$ cat config.mk
export PLATFORM = sky130hd
export DESIGN_NAME = ecc_dec_pipe
export DESIGN_NICKNAME = d
export VERILOG_FILES = /design/src/rtl/ecc_pkg.sv /design/src/rtl/ecc_sat_cnt.sv /design/src/rtl/ecc_dec_pipe.sv
export SDC_FILE = /design/constraint.sdc
export NUM_CORES = 1
export LEC_CHECK = 0
export ABC_AREA = 1
export BUFFER_PORTS_ARGS = -buffer_cell sky130_fd_sc_hd__buf_2
export CORE_AREA = 2 2 98 100
export DETAILED_ROUTE_END_ITERATION = 16
export DIE_AREA = 0 0 100 102
export GPL_TIMING_DRIVEN = 0
export PLACE_DENSITY_LB_ADDON = 0.15
export SKIP_CTS_REPAIR_TIMING = 1
export SLEW_MARGIN = 20
export SYNTH_ARGS = -nofsm -noshare
export SYNTH_HDL_FRONTEND = slang
export SYNTH_SLANG_ARGS = --single-unit
$ cat constraint.sdc
create_clock -name clk_i -period 1.9 [get_ports clk_i]
set_clock_uncertainty 0.1 [all_clocks]
set_input_delay 0.285 -clock clk_i [delete_from_list [all_inputs] [get_ports clk_i]]
set_output_delay 0.285 -clock clk_i [all_outputs]
set_load 0.1 [all_outputs]
$ cat src/rtl/ecc_pkg.sv
// ecc_pkg: shared SECDED helpers for the ecc_enc / ecc_dec_pipe pair.
//   calculate_m   - number of Hamming check bits needed for k information bits
//   is_pow2       - true for check-bit positions (1, 2, 4, ...)
//   store_dbits   - scatter information bits onto non-power-of-2 positions
//   extract_dbits - gather information bits from non-power-of-2 positions
//   syndrome      - XOR of the positions of all set codeword bits
// Codewords are carried in cw_t with bit index == Hamming position; bit 0 is
// unused here (p0 travels separately). Supports codewords up to MAX_N bits.
package ecc_pkg;

    localparam int MAX_N = 64;

    typedef logic [MAX_N:0]   cw_t;
    typedef logic [MAX_N-1:0] dbits_t;
    typedef logic [7:0]       syn_t;

    // Smallest m with 2^m >= m + k + 1.
    function automatic int calculate_m(input int k);
        int m;
        m = 1;
        while ((1 << m) < m + k + 1) m++;
        return m;
    endfunction

    function automatic bit is_pow2(input int idx);
        return (idx > 0) && ((idx & (idx - 1)) == 0);
    endfunction

    function automatic cw_t store_dbits(input dbits_t data, input int n);
        cw_t cw;
        int  c;
        cw = '0;
        c  = 0;
        for (int p = 1; p <= MAX_N; p++) begin
            if (p <= n && !is_pow2(p)) begin
                cw[p] = data[c];
                c++;
            end
        end
        return cw;
    endfunction

    function automatic dbits_t extract_dbits(input cw_t cw, input int n);
        dbits_t d;
        int     c;
        d = '0;
        c = 0;
        for (int p = 1; p <= MAX_N; p++) begin
            if (p <= n && !is_pow2(p)) begin
                d[c] = cw[p];
                c++;
            end
        end
        return d;
    endfunction

    // Bit i-1 of the result is the parity of all positions with bit i-1 set,
    // which is the same as XOR-ing together the indices of all set bits.
    function automatic syn_t syndrome(input cw_t cw, input int n);
        syn_t s;
        s = '0;
        for (int j = 1; j <= MAX_N; j++) begin
            if (j <= n && cw[j]) s ^= 8'(j);
        end
        return s;
    endfunction

endpackage

$ cat src/rtl/ecc_sat_cnt.sv
// ecc_sat_cnt: saturating event counter.
//   clk_i, rst_ni - clock, asynchronous active-low reset
//   clr           - synchronous clear, wins over inc
//   inc           - count one event this cycle
//   cnt           - current count, sticks at all-ones
module ecc_sat_cnt #(
    parameter int CNT_W = 16
) (
    input  logic             clk_i,
    input  logic             rst_ni,
    input  logic             clr,
    input  logic             inc,
    output logic [CNT_W-1:0] cnt
);

    // NOTE: sequential state uses non-blocking (<=) so every flop samples
    // pre-edge values regardless of statement order.
    always_ff @(posedge clk_i or negedge rst_ni) begin
        if (!rst_ni) begin
            cnt <= '0;
        end else if (clr) begin
            cnt <= '0;
        end else if (inc && (cnt != '1)) begin
            cnt <= cnt + CNT_W'(1);
        end
    end

endmodule

$ cat src/rtl/ecc_dec_pipe.sv
// ecc_dec_pipe: two-stage pipelined SECDED decoder with valid/ready on both sides.
//   clk_i, rst_ni        - clock, asynchronous active-low reset
//   d_i, valid_i, ready_o - received codeword stream (layout chosen by P0_LSB)
//   q_o, valid_o, ready_i - corrected data stream
//   syndrome_o           - syndrome of the delivered word (0 = none or p0)
//   sb_err_o / db_err_o  - single-bit corrected / uncorrectable error
//   cnt_clr_i            - synchronous clear of both error counters
//   sb_cnt_o / db_cnt_o  - saturating counts of delivered words with each flag
// Stage 1 computes syndrome and overall parity; stage 2 classifies and corrects.
module ecc_dec_pipe
    import ecc_pkg::*;
#(
    parameter int  K      = 8,
    parameter bit  P0_LSB = 1'b1,
    parameter int  CNT_W  = 16,
    localparam int M      = calculate_m(K),
    localparam int N      = M + K
) (
    input  logic             clk_i,
    input  logic             rst_ni,
    input  logic [N:0]       d_i,
    input  logic             valid_i,
    output logic             ready_o,
    output logic [K-1:0]     q_o,
    output logic             valid_o,
    input  logic             ready_i,
    output logic [M-1:0]     syndrome_o,
    output logic             sb_err_o,
    output logic             db_err_o,
    input  logic             cnt_clr_i,
    output logic [CNT_W-1:0] sb_cnt_o,
    output logic [CNT_W-1:0] db_cnt_o
);

    localparam logic [M-1:0] N_M = M'(N);

    logic           s1_valid;
    logic [N:1]     s1_cw;
    logic [M-1:0]   s1_syn;
    logic           s1_pchk;
    logic           s1_adv;
    logic           s2_adv;
    logic [N:1]     rx_cw;

    cw_t            dec_cw;
    logic [K-1:0]   dec_q;
    logic           dec_sb;
    logic           dec_db;

    // A stage may load when it is empty or its content moves on this cycle.
    assign s2_adv  = !valid_o || ready_i;
    assign s1_adv  = !s1_valid || s2_adv;
    assign ready_o = s1_adv;

    assign rx_cw = P0_LSB ? d_i[N:1] : d_i[N-1:0];

    // NOTE: data registers are reset too, since the outputs must read as
    // zero after reset, not only the valid bits.
    always_ff @(posedge clk_i or negedge rst_ni) begin
        if (!rst_ni) begin
            s1_valid <= 1'b0;
            s1_cw    <= '0;
            s1_syn   <= '0;
            s1_pchk  <= 1'b0;
        end else if (s1_adv) begin
            s1_valid <= valid_i;
            if (valid_i) begin
                s1_cw   <= rx_cw;
                s1_syn  <= M'(syndrome(cw_t'({rx_cw, 1'b0}), N));
                s1_pchk <= ^d_i;
            end
        end
    end

    // NOTE: every output of this block gets a default first so no path
    // leaves it unassigned, which would infer a latch.
    always_comb begin
        dec_cw = cw_t'({s1_cw, 1'b0});
        dec_sb = 1'b0;
        dec_db = 1'b0;
        if (s1_syn == '0) begin
            // Only p0 can be wrong; data untouched.
            dec_sb = s1_pchk;
        end else if (s1_pchk && (s1_syn <= N_M)) begin
            dec_sb         = 1'b1;
            dec_cw[s1_syn] = ~dec_cw[s1_syn];
        end else begin
            // Even parity with non-zero syndrome, or a position beyond the word.
            dec_db = 1'b1;
        end
        dec_q = K'(extract_dbits(dec_cw, N));
    end

    always_ff @(posedge clk_i or negedge rst_ni) begin
        if (!rst_ni) begin
            valid_o    <= 1'b0;
            q_o        <= '0;
            syndrome_o <= '0;
            sb_err_o   <= 1'b0;
            db_err_o   <= 1'b0;
        end else if (s2_adv) begin
            valid_o <= s1_valid;
            if (s1_valid) begin
                q_o        <= dec_q;
                syndrome_o <= s1_syn;
                sb_err_o   <= dec_sb;
                db_err_o   <= dec_db;
            end
        end
    end

    ecc_sat_cnt #(.CNT_W(CNT_W)) u_sb_cnt (
        .clk_i  (clk_i),
        .rst_ni (rst_ni),
        .clr    (cnt_clr_i),
        .inc    (valid_o && ready_i && sb_err_o),
        .cnt    (sb_cnt_o)
    );

    ecc_sat_cnt #(.CNT_W(CNT_W)) u_db_cnt (
        .clk_i  (clk_i),
        .rst_ni (rst_ni),
        .clr    (cnt_clr_i),
        .inc    (valid_o && ready_i && db_err_o),
        .cnt    (db_cnt_o)
    );

endmodule

==> qor.yml <==
status:
  status: "finished clean"
flow_run:
  maxCapViolations: 0
final_layout:
  syn_to_final_growth_pct: 20.0
  fin_cells: 792
  drive_above_1_share_pct: 22.5
  nNetsFinal: 696
  diodes: 0
synthesis:
  synth.distinct_cells: 32
  synth_top_cell_area_share_pct: 40.1
  ys_warn_count: 0
  async_reset_ff_share_pct: 100
  synth_ff_type: "dfrtp_1"
  synth_edf_count: 0
  yosys-top-cells-count: "255 x nand2_1, 65 x dfrtp_1, 56 x inv_1"
  synth_cells: 599
  synth_seq_area_share_pct: 40.1
  syn_avg_cell_area_um2: 6.78
  post-synth-top-count-cell: "nand2_1"
  synth_top_area_cell: "dfrtp_1"
  syn_area_um2: 4060
  synth_seq_cells: 65
  synthTopCellsByArea: "dfrtp_1 40%, nand2_1 24%, inv_1 5.2%, nand3_1 4.8%, nand4_1 4.6%"
  syn-num-nets: 619
place:
  io_buffers: 64
  gp_congestion: 0.894
  dp_hpwl_um: 7760
  placed_cells: 775
detailed_routing:
  routed_via_density: 5.03
  wl_per_cell_um: 12.8
  drt_iter0_drc: 102
  drtPass1Iterations: 4
  via_count: 3982
  wirelength_um: 10100
  ant_nets: 0
  drc: 0
critical_path:
  start_kind: "flop"
  critPathRequiredTime_ns: 2.07
  end_kind: "flop"
  path_common_cell: "nor2_4"
  cpPeakStageDelay_ns: 0.50
  worstPathMaxFanout: 10
  worstSetupPathType: "flop to flop"
  r2r_slack_ns: 0.12
  critPathSlowestCell: "dfrtp_4"
  cp_data_arrival_time_ns: 1.96
  cp_cell_sequence: "ha_2, nand3_2, inv_2, nand2_2, nor2_4, nor2_4, clkbuf_4, nand4_1, nand2_1"
power:
  p_switching_mw: 2.14
  comb_power_share_pct: 37.5
  sequentialPowerShare_pct: 35.7
  irDropWorstVdd_mv: 0.630
  internal_power_mw: 2.66
  leakage_nw: 2.51
  switching_share_pct: 44.6
  powerDensity_nw_per_um2: 987
  p_clk_share_pct: 26.8
global_routing:
  grt.overflow.total: 0
  grt_pass1_wl_um: 17600
  grt_start_max_net_pins: 40
  grt_use_total_pct: 21.5
  antenna_found_initial: 0
  grt_pass1_vias: 3801
clock_tree:
  htreeDepth: 3
  clk-insertion-delay-late_ns: 0.34
  path_clk_slew_ns: 0.07
  clockRootBuffer: "clkbuf_8"
  clockBufferDepth: 2
  cts_buffers: 9
  clock-sinks: 65
  cts_tree: "done"
timing:
  holdWs_ns: 0.0969
  layout_min_cycle_time_ns: 1.78
  tightest_slew_ns: 0.515
  fmax_mhz: 560
  slew_headroom_pct: 65.9
  rsz0062_at_grt: "no"
  drv_slew: 0
  finalCritPeriodShare_pct: 93.9
  setup_viol: 0
  hold_viol_final: 0
die:
  ioPinCount: 66
  fp.coreArea_um2: 9110
  initial_core_util_pct: 44.6
  die_y_um: 102
  die_x_um: 100
  row_count: 35
  die-area_um2: 10200
hold_path:
  hold_class: "input pin to flop"
[per-stage QoR]
| stage | utilization, % | cell area (um^2) | total power [mW] | setup WS, ns | setup TNS (ns) |
|---|---|---|---|---|---|
| after floorplan | - | 4130 | 3.15 | 0.00850 | 0 |
| after detailed placement | 50.6 | 4610 | 3.54 | -0.0575 | -0.400 |
| after CTS | 53.0 | 4830 | 4.84 | -0.0657 | -0.493 |
| final | 53.5 | 4870 | 4.81 | 0.115 | 0 |
| after global placement | 50.4 | 4590 | 3.52 | -0.0449 | -0.374 |
| after global routing | 53.5 | 4870 | 5.07 | 0.000888 | 0 |
[worst paths after layout]
path / cells after the start / endpoint / start
setup / recovery: 9 / u_sb_cnt.cnt[13] / u_sb_cnt.cnt[0]
hold / removal: 2 / s1_syn[2] / d_i[12]
setup reg to reg: 9 / u_sb_cnt.cnt[13] / u_sb_cnt.cnt[0]
hold reg to reg: 2 / q_o[6] / q_o[6]
max in group asynchronous: 3 / valid_o / rst_ni
min in group asynchronous: 2 / u_sb_cnt.cnt[10] / rst_ni
[routing by layer]
layer / vias to the layer above / routed length (um) / track usage (%)
li1: 2059 / - / -
met1: 1824 / 4540 / 27.2
met2: 88 / 4980 / 37.3
met3: 11 / 487 / 3.63
met4: 0 / 136 / 7.80
met5: - / 0 / 0
[layout make-up]
type / instances / area, um^2
fill: 917 / 4240
inverter: 62 / 233
clock buffer: 14 / 183
buffer: 13 / 82.6
multi-input combinational: 459 / 2160
clock inverter: 2 / 35.0
timing repair buffer: 66 / 353
tap: 111 / 139
sequential: 65 / 1680
[power by group through the flow]
stage                     sequential, mW  clock, mW  combinational [mW]
final                               1.72       1.29                1.80
after global routing                1.74       1.38                1.95
after CTS                           1.72       1.32                1.80
after detailed placement            1.74          0                1.80
after global placement              1.74          0                1.78
after floorplan                     2.56          0               0.590
[cells in the final DEF, fill, tap and decap left out, types with 2 or more instances in the layout]
cell type,instances
nand2_1,255
nor3_1,6
inv_1,56
nor2_1,50
buf_6,2
clkbuf_8,13
o21bai_1,3
dfrtp_1,31
inv_2,5
dfrtp_4,5
clkbuf_1,7
nand3_1,38
o21ai_0,25
nand2_2,5
nand4_1,30
buf_2,66
nor2_4,7
xor2_1,11
a21oi_1,3
dfrtp_2,29
xnor2_1,4
o21ai_1,4
or2_2,6
[critical path: cells and delay by family (launching register included)]
| kind | cells | cell delay, ns |
|---|---|---|
| AND/OR/NAND/NOR | 6 | 0.58 |
| flip-flops | 1 | 0.50 |
| adder cells (fa/ha/maj) | 1 | 0.23 |
| buffers and inverters | 2 | 0.30 |
[cell families after synthesis]
kind of cell | synth area share [%]
simple gates | 43.6
buf+inv | 7.55
flops | 40.1
compound gates | 4.90
xor+xnor | 3.24
fa+ha+maj | 0.616
[sequential cells by signal, indices dropped and copies added (netlist names)]
name and flops:
valid_o 1, syndrome_o 4, u_db_cnt.cnt 16, s1_valid 1
sb_err_o 1, s1_pchk 1, s1_cw 12, u_sb_cnt.cnt 16
s1_syn 4, q_o 8, db_err_o 1
No activity file was read; power rests on OpenSTA's default activity.
